**src/rtl/seq_pkg.sv**
```systemverilog
// Shared definitions for the colour-sequence playback stage: FSM states,
// colour codes and sizing constants used by the player and its timer.
package seq_pkg;

    typedef enum logic [1:0] {
        IDLE = 2'd0,
        ON   = 2'd1,
        OFF  = 2'd2,
        DONE = 2'd3
    } state_t;

    localparam int COLOUR_W  = 2;
    localparam int MAX_STEPS = 16;
    localparam int STEP_W    = 4;
    localparam int LEN_W     = 5;
    localparam int DATA_W    = COLOUR_W * MAX_STEPS;

    // Colour codes as packed in the pattern word (shared with the input decoder)
    localparam logic [COLOUR_W-1:0] RED    = 2'd0;
    localparam logic [COLOUR_W-1:0] GREEN  = 2'd1;
    localparam logic [COLOUR_W-1:0] BLUE   = 2'd2;
    localparam logic [COLOUR_W-1:0] YELLOW = 2'd3;

    // Requested lengths above the pattern capacity play the whole pattern
    function automatic logic [LEN_W-1:0] clamp_len(input logic [LEN_W-1:0] len);
        return (len > LEN_W'(MAX_STEPS)) ? LEN_W'(MAX_STEPS) : len;
    endfunction

endpackage

```
**src/rtl/seq_timer.sv**
```systemverilog
// Down-counter used to time the lit and dark phases of each step.
// A load overrides counting; the count parks at zero until reloaded.
module seq_timer #(
    parameter int CNT_W = 24
) (
    input  logic             clk,
    input  logic             rst_SEQ,
    input  logic             i_en,
    input  logic             i_load,
    input  logic [CNT_W-1:0] i_load_val,
    output logic             o_zero
);

    logic [CNT_W-1:0] r_count;

    // Load has priority; otherwise count down while enabled, stopping at zero
    always_ff @(posedge clk) begin
        if (rst_SEQ) begin
            r_count <= '0;
        end else if (i_load) begin
            r_count <= i_load_val;
        end else if (i_en && (r_count != '0)) begin
            r_count <= r_count - CNT_W'(1);
        end
    end

    assign o_zero = (r_count == '0);

endmodule

```
**src/rtl/seq_player.sv**
```systemverilog
// Plays the first seq_len 2-bit colours of a snapshotted pattern word on the
// LED driver, each lit for ON_CYCLES then dark for OFF_CYCLES, and pulses
// done after the last gap. Outputs are registered from the state register,
// so they trail the state by one cycle, except that abort darkens them at
// the same edge that returns the FSM to IDLE.
module seq_player
    import seq_pkg::*;
#(
    parameter int ON_CYCLES  = 1000,
    parameter int OFF_CYCLES = 500,
    parameter int CNT_W      = 24
) (
    input  logic                clk,
    input  logic                rst_SEQ,
    input  logic                start,
    input  logic                abort,
    input  logic [LEN_W-1:0]    seq_len,
    input  logic [DATA_W-1:0]   seq_data,
    output logic                led_on,
    output logic [COLOUR_W-1:0] led_colour,
    output logic [STEP_W-1:0]   step_idx,
    output logic                busy,
    output logic                done
);

    localparam logic [CNT_W-1:0] ON_LOAD  = CNT_W'(ON_CYCLES - 1);
    localparam logic [CNT_W-1:0] OFF_LOAD = CNT_W'(OFF_CYCLES - 1);

    // FSM state and snapshots
    state_t              r_state;
    logic [DATA_W-1:0]   r_data;
    logic [LEN_W-1:0]    r_len;
    logic [STEP_W-1:0]   r_step;

    // Registered outputs
    logic                r_led_on;
    logic [COLOUR_W-1:0] r_led_colour;
    logic [STEP_W-1:0]   r_step_idx;
    logic                r_busy;
    logic                r_done;

    // Combinational helpers
    logic [LEN_W-1:0]    w_len_clamped;
    logic                w_running;
    logic                w_abort_run;
    logic                w_last;
    logic [COLOUR_W-1:0] w_colour;
    logic                w_timer_zero;
    logic                w_timer_load;
    logic [CNT_W-1:0]    w_timer_val;

    assign w_len_clamped = clamp_len(seq_len);
    assign w_running     = (r_state == ON) || (r_state == OFF);
    assign w_abort_run   = abort && w_running;
    assign w_last        = ({1'b0, r_step} == (r_len - LEN_W'(1)));
    assign w_colour      = r_data[{r_step, 1'b0} +: COLOUR_W];

    seq_timer #(
        .CNT_W (CNT_W)
    ) u_timer (
        .clk        (clk),
        .rst_SEQ    (rst_SEQ),
        .i_en       (w_running),
        .i_load     (w_timer_load),
        .i_load_val (w_timer_val),
        .o_zero     (w_timer_zero)
    );

    // Timer reload requests, aligned with the FSM transitions below
    always_comb begin
        w_timer_load = 1'b0;
        w_timer_val  = '0;
        case (r_state)
            IDLE: begin
                if (start && (w_len_clamped != '0)) begin
                    w_timer_load = 1'b1;
                    w_timer_val  = ON_LOAD;
                end
            end
            ON: begin
                if (abort) begin
                    w_timer_load = 1'b1;
                    w_timer_val  = '0;
                end else if (w_timer_zero) begin
                    w_timer_load = 1'b1;
                    w_timer_val  = OFF_LOAD;
                end
            end
            OFF: begin
                if (abort) begin
                    w_timer_load = 1'b1;
                    w_timer_val  = '0;
                end else if (w_timer_zero && !w_last) begin
                    w_timer_load = 1'b1;
                    w_timer_val  = ON_LOAD;
                end
            end
            default: begin
                w_timer_load = 1'b0;
                w_timer_val  = '0;
            end
        endcase
    end

    // Playback FSM with snapshots and registered LED/status outputs
    always_ff @(posedge clk) begin
        if (rst_SEQ) begin
            r_state      <= IDLE;
            r_data       <= '0;
            r_len        <= '0;
            r_step       <= '0;
            r_led_on     <= 1'b0;
            r_led_colour <= '0;
            r_step_idx   <= '0;
            r_busy       <= 1'b0;
            r_done       <= 1'b0;
        end else begin
            r_led_on     <= (r_state == ON) && !abort;
            r_led_colour <= ((r_state == ON) && !abort) ? w_colour : '0;
            r_step_idx   <= r_step;
            r_busy       <= (r_state != IDLE) && !w_abort_run;
            r_done       <= (r_state == DONE);

            case (r_state)
                IDLE: begin
                    if (start) begin
                        r_data  <= seq_data;
                        r_len   <= w_len_clamped;
                        r_step  <= '0;
                        r_state <= (w_len_clamped == '0) ? DONE : ON;
                    end
                end
                ON: begin
                    if (abort) begin
                        r_state <= IDLE;
                    end else if (w_timer_zero) begin
                        r_state <= OFF;
                    end
                end
                OFF: begin
                    if (abort) begin
                        r_state <= IDLE;
                    end else if (w_timer_zero) begin
                        if (w_last) begin
                            r_state <= DONE;
                        end else begin
                            r_step  <= r_step + STEP_W'(1);
                            r_state <= ON;
                        end
                    end
                end
                DONE: begin
                    r_state <= IDLE;
                end
                default: begin
                    r_state <= IDLE;
                end
            endcase
        end
    end

    assign led_on     = r_led_on;
    assign led_colour = r_led_colour;
    assign step_idx   = r_step_idx;
    assign busy       = r_busy;
    assign done       = r_done;

endmodule

```
**config.mk**
```make
export PLATFORM = sky130hd
export DESIGN_NAME = seq_player
export DESIGN_NICKNAME = d
export VERILOG_FILES = /design/src/rtl/seq_pkg.sv /design/src/rtl/seq_timer.sv /design/src/rtl/seq_player.sv
export SDC_FILE = /design/constraint.sdc
export NUM_CORES = 1
export LEC_CHECK = 0
export CAP_MARGIN = 20
export CORE_MARGIN = 3
export CORE_UTILIZATION = 60
export CTS_BUF_LIST = sky130_fd_sc_hd__clkbuf_4
export DETAILED_ROUTE_END_ITERATION = 6
export GPL_TIMING_DRIVEN = 0
export PLACE_DENSITY = 0.83
export SETUP_SLACK_MARGIN = 0.2
export SLEW_MARGIN = 15
export SYNTH_ARGS = -nofsm -noshare
export SYNTH_HDL_FRONTEND = slang
export SYNTH_HIERARCHICAL = 1
export SYNTH_SLANG_ARGS = --single-unit
```
**constraint.sdc**
```tcl
create_clock -name clk -period 7.8 [get_ports clk]
set_clock_uncertainty 0.1 [all_clocks]
set_input_delay 0.78 -clock clk [delete_from_list [all_inputs] [get_ports clk]]
set_output_delay 0.78 -clock clk [all_outputs]
set_load 0.005 [all_outputs]
```
==> results of run 1 <==
## final timing paths
kind	to	slack [ns]	cells after the start	start
worst max-delay path	u_timer/r_count[2]	4.15	10	start
worst min-delay path	r_data[30]	0.36	2	r_data[30]
worst max register to register	u_timer/r_count[2]	4.16	9	u_timer/r_count[11]
worst min register to register	r_data[30]	0.36	2	r_data[30]
## power groups by stage
stage,registers (mW),clock network (mW),logic (mW)
2_1_floorplan,0.572,0,0.543
3_3_place_gp,0.592,0,0.689
3_5_place_dp,0.596,0,0.710
4_1_cts,0.590,0.233,0.713
5_1_grt,0.606,0.252,0.796
6_report,0.593,0.232,0.726
## cell usage after synthesis (2+ instances only)
library cell and count:
nand2_1 84, dfxtp_1 76, a21oi_1 52, nor2_1 29, clkbuf_1 24, a211oi_1 21
xnor2_1 19, inv_1 14, ha_1 10, mux4_2 7, nor3_1 7, nand3b_1 6
o21bai_1 6, a2111oi_2 5, a311oi_1 5, nand3_1 5, nor2b_1 5, nor4_1 5
nand2b_1 4, or3_1 4, xor2_1 4, a31oi_1 3, and2_1 3, and4_1 3
mux4_1 3, nor3b_1 3, nor4_4 3, o221ai_1 3, o31ai_1 3, or4_1 3
a21o_1 2, nand4_1 2, nand4_2 2, nand4b_1 2, o2111ai_1 2, o211ai_1 2
## state kept, by name, summed over array words and instances, names as in the netlist
name	count
busy	1
done	1
led_colour	2
led_on	1
r_data	32
r_len	5
r_state	2
r_step	4
step_idx	4
u_timer/r_count	24
## kinds of logic after synthesis
family                     count (synthesis)
xor gates and xnor gates                  23
AOI/OAI and AO/OA                        115
other                                      1
buffers and inverters                     41
DFF                                       76
adders and majority gates                 10
and+or+nand+nor                          176
muxes                                     10
## layout make-up
type / instances / area share [%]
clock inverter: 6 / 1.17
timing repair buffer: 48 / 10.2
sequential: 76 / 32.3
clock buffer: 10 / 1.59
multi-input combinational: 349 / 49.3
buffer: 27 / 2.41
tap: 75 / 1.99
inverter: 14 / 1.11
## layout by cell type, fill, tap and decap left out, types with 4 or more instances in the layout
master	count
nand2_1	84
dfxtp_1	76
a21oi_1	52
clkdlybuf4s50_1	48
nor2_1	29
clkbuf_1	24
a211oi_1	21
xnor2_1	19
conb_1	15
inv_1	14
ha_1	10
clkbuf_4	10
nor3_1	7
mux4_2	7
nand3b_1	6
o21bai_1	6
nor2b_1	5
nand3_1	5
a311oi_1	5
nor4_1	5
a2111oi_2	5
nand2b_1	4
xor2_1	4
or3_1	4
## routing by layer
| metal | vias up | track usage [%] |
|---|---|---|
| met5 | - | 0 |
| met4 | 0 | 5.58 |
| met3 | 12 | 8.14 |
| met2 | 143 | 41.6 |
| met1 | 1669 | 37.4 |
| li1 | 1758 | - |
## worst max-delay path, stage by stage
cell and delay, ns:
clkdlybuf4s50_1 0.50, and2_1 0.25, clkbuf_1 0.38, clkbuf_1 0.43
nand2_1 0.10, a21oi_1 0.30, inv_1 0.15, clkbuf_1 0.31
clkbuf_1 0.36, a211oi_1 0.29
## per-stage QoR
step                      instances  setup WS (ns)  util, %  hold WS [ns]
after global placement          589           3.90     74.4         0.339
final                           605           4.15     76.5         0.363
after CTS                       605           4.29     76.5         0.363
after detailed placement        589           3.87     74.4         0.346
after floorplan                 466           5.15        -         0.332
after global routing            605           3.97     76.5         0.378
==> results.py, run 1 <==
metrics = {
    "synth": {
        "synth.area.top_cells": "dfxtp_1 (38%), nand2_1 (8.0%), a21oi_1 (6.6%)",
        "ys.flop_type": "dfxtp_1",
        "yosysUniqueCellTypes": 57,
        "synth_edf_count": 0,
        "syn_avg_cell_area_um2": 8.76,
        "yosysWarnings": 6,
        "synth_area_leader_cell": "dfxtp_1",
        "synthesis.area_mm2": 0.00396,
        "synth-simple-area-share_pct": 22.8,
        "synth-compound-area-share_pct": 20.2,
        "synth_xor_area_share_pct": 5.09,
        "async_flop_share_pct": 0,
        "synth_top_family_by_area": "simple AND/OR/NAND/NOR gates",
        "yosysTopAreaCellShare_pct": 38.4,
        "synthCells": 452,
        "ys_seq_area_share_pct": 38.4,
        "synth.area.mux_share_pct": 5.97,
        "ys_ff_latch": 76,
        "synthAdderAreaFrac_pct": 3.16,
    },
    "pwr": {
        "power_frac_comb_pct": 46.8,
        "power.leakage_nw": 1.65,
        "power_switching_mw": 0.685,
        "clkPwrFrac_pct": 15.0,
        "power.internal_mw": 0.866,
        "sw_frac_of_total_pct": 44.1,
        "seqPwrFrac_pct": 38.3,
        "p_per_area_mw_per_mm2": 329,
        "ir_worst_vdd_mv": 0.311,
        "power_mw": 1.55,
    },
    "clock_network": {
        "cts_tree": "built",
        "cts.reportedPaths.clkPinSlew_ns": 0.11,
        "postCtsSetupBuffers": 0,
        "cts_root_buffer": "clkbuf_4",
        "htreeDepth": 3,
        "clockBufferDepth": 2,
        "clk_latency_ns": 0.41,
        "cts_resized": 0,
        "cts.sinks": 76,
        "cts-hold-fix-buffers": 0,
        "numCtsBuffers": 9,
    },
    "die": {
        "fp.dieArea_mm2": 0.00761,
        "fp.dieH_um": 87.2,
        "core_mm2": 0.00617,
        "io_pins": 50,
        "die_w_um": 87.2,
        "rows": 28,
        "initial_core_util_pct": 64.2,
    },
    "detailed_routing": {
        "wirelength_um": 9780,
        "first_pass_iters": 5,
        "ant_nets": 0,
        "wl_met3_um": 889,
        "wl_per_cell_um": 16.2,
        "m1WireLength_um": 4400,
        "first_iter_violations": 311,
        "num_vias": 3582,
        "viasPerCell": 5.92,
        "routed.top_layer": "met4",
        "wl_met2_um": 4390,
        "post-route-drc-count": 0,
    },
    "setup_path": {
        "crit_path_max_fanout": 10,
        "required_ns": 8.02,
        "arrival_ns": 3.87,
        "start_kind": "input pin",
        "endpoint_kind": "flop",
        "path_class": "in -> reg",
    },
    "global_routing": {
        "grt_pass1_wl_um": 16000,
        "first_global_vias": 3307,
        "overflow": 0,
        "grt_start_max_net_pins": 13,
        "grt.total_usage_pct": 26.9,
        "antenna_found_initial": 0,
    },
    "timing": {
        "slew_violations": 0,
        "period_share_pct": 46.8,
        "worst_pin_slew_ns": 0.814,
        "rsz0062_at_grt": "no",
        "period_needed_ns": 3.65,
        "finalSetupTns_ns": 0,
        "maxSlewHeadroom_pct": 45.3,
        "setup_viol": 0,
        "fmax_ghz": 0.274,
        "hold_viol_final": 0,
    },
    "hold_path": {
        "hold_class": "reg -> reg",
    },
    "placed_design": {
        "gp_congestion": 0.929,
        "port_buffers": 48,
        "postPlaceCellArea_mm2": 0.00459,
        "dpl.hpwl_um": 7240,
    },
    "finish": {
        "final_nets": 576,
        "drive_gt1_share_pct": 7.36,
        "multi_input_area_mm2": 0.00232,
        "finalInstanceArea_mm2": 0.00472,
        "syn_to_final_growth_pct": 19.1,
        "antenna_cells": 0,
        "ff_latch_area_mm2": 0.00152,
        "nFillCells": 452,
    },
    "run_status": {
        "run_status": "complete, no violations",
    },
    "flow_run": {
        "cap_violations": 0,
    },
}
No activity file was read; power rests on OpenSTA's default activity.
==> inputs of run 2 (changes only) <==
--- a/config.mk
+++ b/config.mk
@@ -7,11 +7,11 @@
 export LEC_CHECK = 0
 export CAP_MARGIN = 20
 export CORE_MARGIN = 3
-export CORE_UTILIZATION = 60
+export CORE_UTILIZATION = 57
 export CTS_BUF_LIST = sky130_fd_sc_hd__clkbuf_4
 export DETAILED_ROUTE_END_ITERATION = 6
 export GPL_TIMING_DRIVEN = 0
-export PLACE_DENSITY = 0.83
+export PLACE_DENSITY = 0.8
 export SETUP_SLACK_MARGIN = 0.2
 export SLEW_MARGIN = 15
 export SYNTH_ARGS = -nofsm -noshare
==> constraint.sdc (replaced) <==
create_clock -name clk -period 3.41 [get_ports clk]
set_clock_uncertainty 0.1 [all_clocks]
set_input_delay 0.341 -clock clk [delete_from_list [all_inputs] [get_ports clk]]
set_output_delay 0.341 -clock clk [all_outputs]
set_load 0.005 [all_outputs]
==> run 2 against run 1 <==
- clock power rose to 2.7 times the previous value
- first-iteration DRC count decreased by 28%
- register-to-register slack worse by 3.7 ns
- highest routed layer unchanged
==> results.py, run 2 (synthesis gave the netlist of run 1 again) <==
metrics = {
    "run_status": {
        "run_status": "complete, no violations",
    },
    "clock_network": {
        "cts.sinks": 76,
        "clockBufferDepth": 2,
        "htreeDepth": 3,
        "numCtsBuffers": 9,
        "cts_tree": "built",
        "cts_root_buffer": "clkbuf_4",
        "clk_latency_ns": 0.44,
        "cts.reportedPaths.clkPinSlew_ns": 0.12,
    },
    "timing": {
        "worst_hold_slack_ns": 0.260,
        "hold_viol_final": 0,
        "fmax_ghz": 0.340,
        "period_share_pct": 86.1,
        "finalSetupTns_ns": 0,
        "maxSlewHeadroom_pct": 60.0,
        "period_needed_ns": 2.94,
        "rsz0062_at_grt": "no",
        "worst_pin_slew_ns": 0.600,
        "setup_viol": 0,
        "slew_violations": 0,
    },
    "finish": {
        "nFillCells": 486,
        "final_cell_mix": "nand2_1 (84), dfxtp_1 (76), a21oi_1 (52)",
        "syn_to_final_growth_pct": 20.8,
        "finalInstanceArea_mm2": 0.00478,
        "final_nets": 578,
        "antenna_cells": 0,
        "ff_latch_area_mm2": 0.00152,
        "drive_gt1_share_pct": 9.04,
        "multi_input_area_mm2": 0.00234,
        "regMostFlops": "r_data",
        "reg.largest.list": "r_data: 32 flops, u_timer/r_count: 24 flops, r_len: 5 flops",
        "largest_reg_flops": 32,
        "final_common_cell": "nand2_1",
    },
    "global_routing": {
        "grt.total_usage_pct": 26.4,
        "grt_pass1_wl_um": 16100,
        "first_global_vias": 3471,
        "overflow": 0,
        "antenna_found_initial": 0,
        "grt_start_max_net_pins": 14,
    },
    "die": {
        "fp.dieArea_mm2": 0.00798,
        "die_w_um": 89.3,
        "rows": 29,
        "fp.dieH_um": 89.3,
        "initial_core_util_pct": 60.6,
        "core_mm2": 0.00653,
        "io_pins": 50,
    },
    "placed_design": {
        "postPlaceCellArea_mm2": 0.00459,
        "dpl.hpwl_um": 7070,
        "gp_congestion": 0.991,
        "port_buffers": 48,
    },
    "pwr": {
        "power_mw": 3.62,
        "power.leakage_nw": 1.68,
        "p_per_area_mw_per_mm2": 757,
        "ir_worst_vdd_mv": 0.554,
    },
    "detailed_routing": {
        "post-route-drc-count": 0,
        "wirelength_um": 9680,
        "viasPerCell": 5.77,
        "num_vias": 3510,
        "wl_per_cell_um": 15.9,
        "first_iter_violations": 223,
        "first_pass_iters": 5,
        "ant_nets": 0,
    },
    "hold_path": {
        "hold_class": "in -> reg",
    },
    "setup_path": {
        "endpoint_kind": "flop",
        "cp_slowest_cell": "clkbuf_1",
        "path_class": "reg -> reg",
        "start_kind": "flop",
        "crit_path_frequent_cell": "inv_1",
        "critPathMaxStageDelay_ns": 0.41,
        "arrival_ns": 3.15,
        "crit_path_cell_trace": "inv_1, ha_1, nand3b_1, a21o_1, a211o_1, o221ai_1, a21oi_1, inv_1, clkbuf_1, clkbuf_2, a211oi_1",
        "crit_path_max_fanout": 10,
        "required_ns": 3.62,
    },
    "flow_run": {
        "cap_violations": 0,
    },
}
run 2: cell count changes in the layout (fill, tap and decap cells not counted), sizes merged:
cell      before  now
clkinv         5    1
buf            3    5
clkbuf        34   33
clkinvlp       0    2
bufinv         1    2
inv           14   15
run 2: final timing paths:
| path | from | endpoint | cells after the start | slack (ns) |
|---|---|---|---|---|
| worst min-delay path | rst_SEQ | u_timer/r_count[4] | 2 | 0.26 |
| worst max register to register | r_len[0] | u_timer/r_count[2] | 11 | 0.47 |
| worst max-delay path | r_len[0] | u_timer/r_count[2] | 11 | 0.47 |
| worst min register to register | r_data[3] | r_data[3] | 2 | 0.37 |
run 2: cell type report:
class                   instances  share of cell area (%)
clock inverters                 6                    1.86
multi-input cells             349                    49.0
clock buffers                   9                    1.41
flip-flops and latches         76                    31.8
plain buffers                  27                    2.46
inverters                      14                    1.10
well taps                      77                    2.02
repair buffers                 50                    10.4
run 2: worst max-delay path, delay by kind of cell, from the launching register on:
| kind | cells | cell delay, ns |
|---|---|---|
| AOI/OAI and AO/OA | 5 | 0.95 |
| buffers and inverters | 4 | 0.93 |
| adders and majority gates | 1 | 0.25 |
| DFF | 1 | 0.40 |
| and+or+nand+nor | 1 | 0.17 |
run 2: where the power goes:
group | internal [mW] | switching, mW | leakage (nW)
logic | 0.653 | 0.994 | 0.981
registers | 1.11 | 0.240 | 0.624
clock network | 0.294 | 0.323 | 0.0784
run 2: timing repair:
item                                    CTS  global route
setup buffers                             0             2
endpoints found under the setup margin   12            16
pin swaps                                 0             1
hold buffers                              0             0
gates resized for setup                   2             6
run 2: through the flow:
stage	util [%]	std cells	setup slack, ns
2_1_floorplan	-	466	0.764
3_3_place_gp	70.2	591	0.0293
3_5_place_dp	70.2	591	0.000264
4_1_cts	72.7	606	0.232
5_1_grt	73.2	608	0.230
6_report	73.2	608	0.473
run 2: routing by layer:
| metal | GRT usage [%] | routed length (um) | up-vias |
|---|---|---|---|
| met1 | 29.8 | 3930 | 1610 |
| met2 | 46.7 | 4910 | 113 |
| li1 | - | - | 1769 |
| met5 | 0 | 0 | - |
| met3 | 7.19 | 626 | 18 |
| met4 | 10.8 | 216 | 0 |
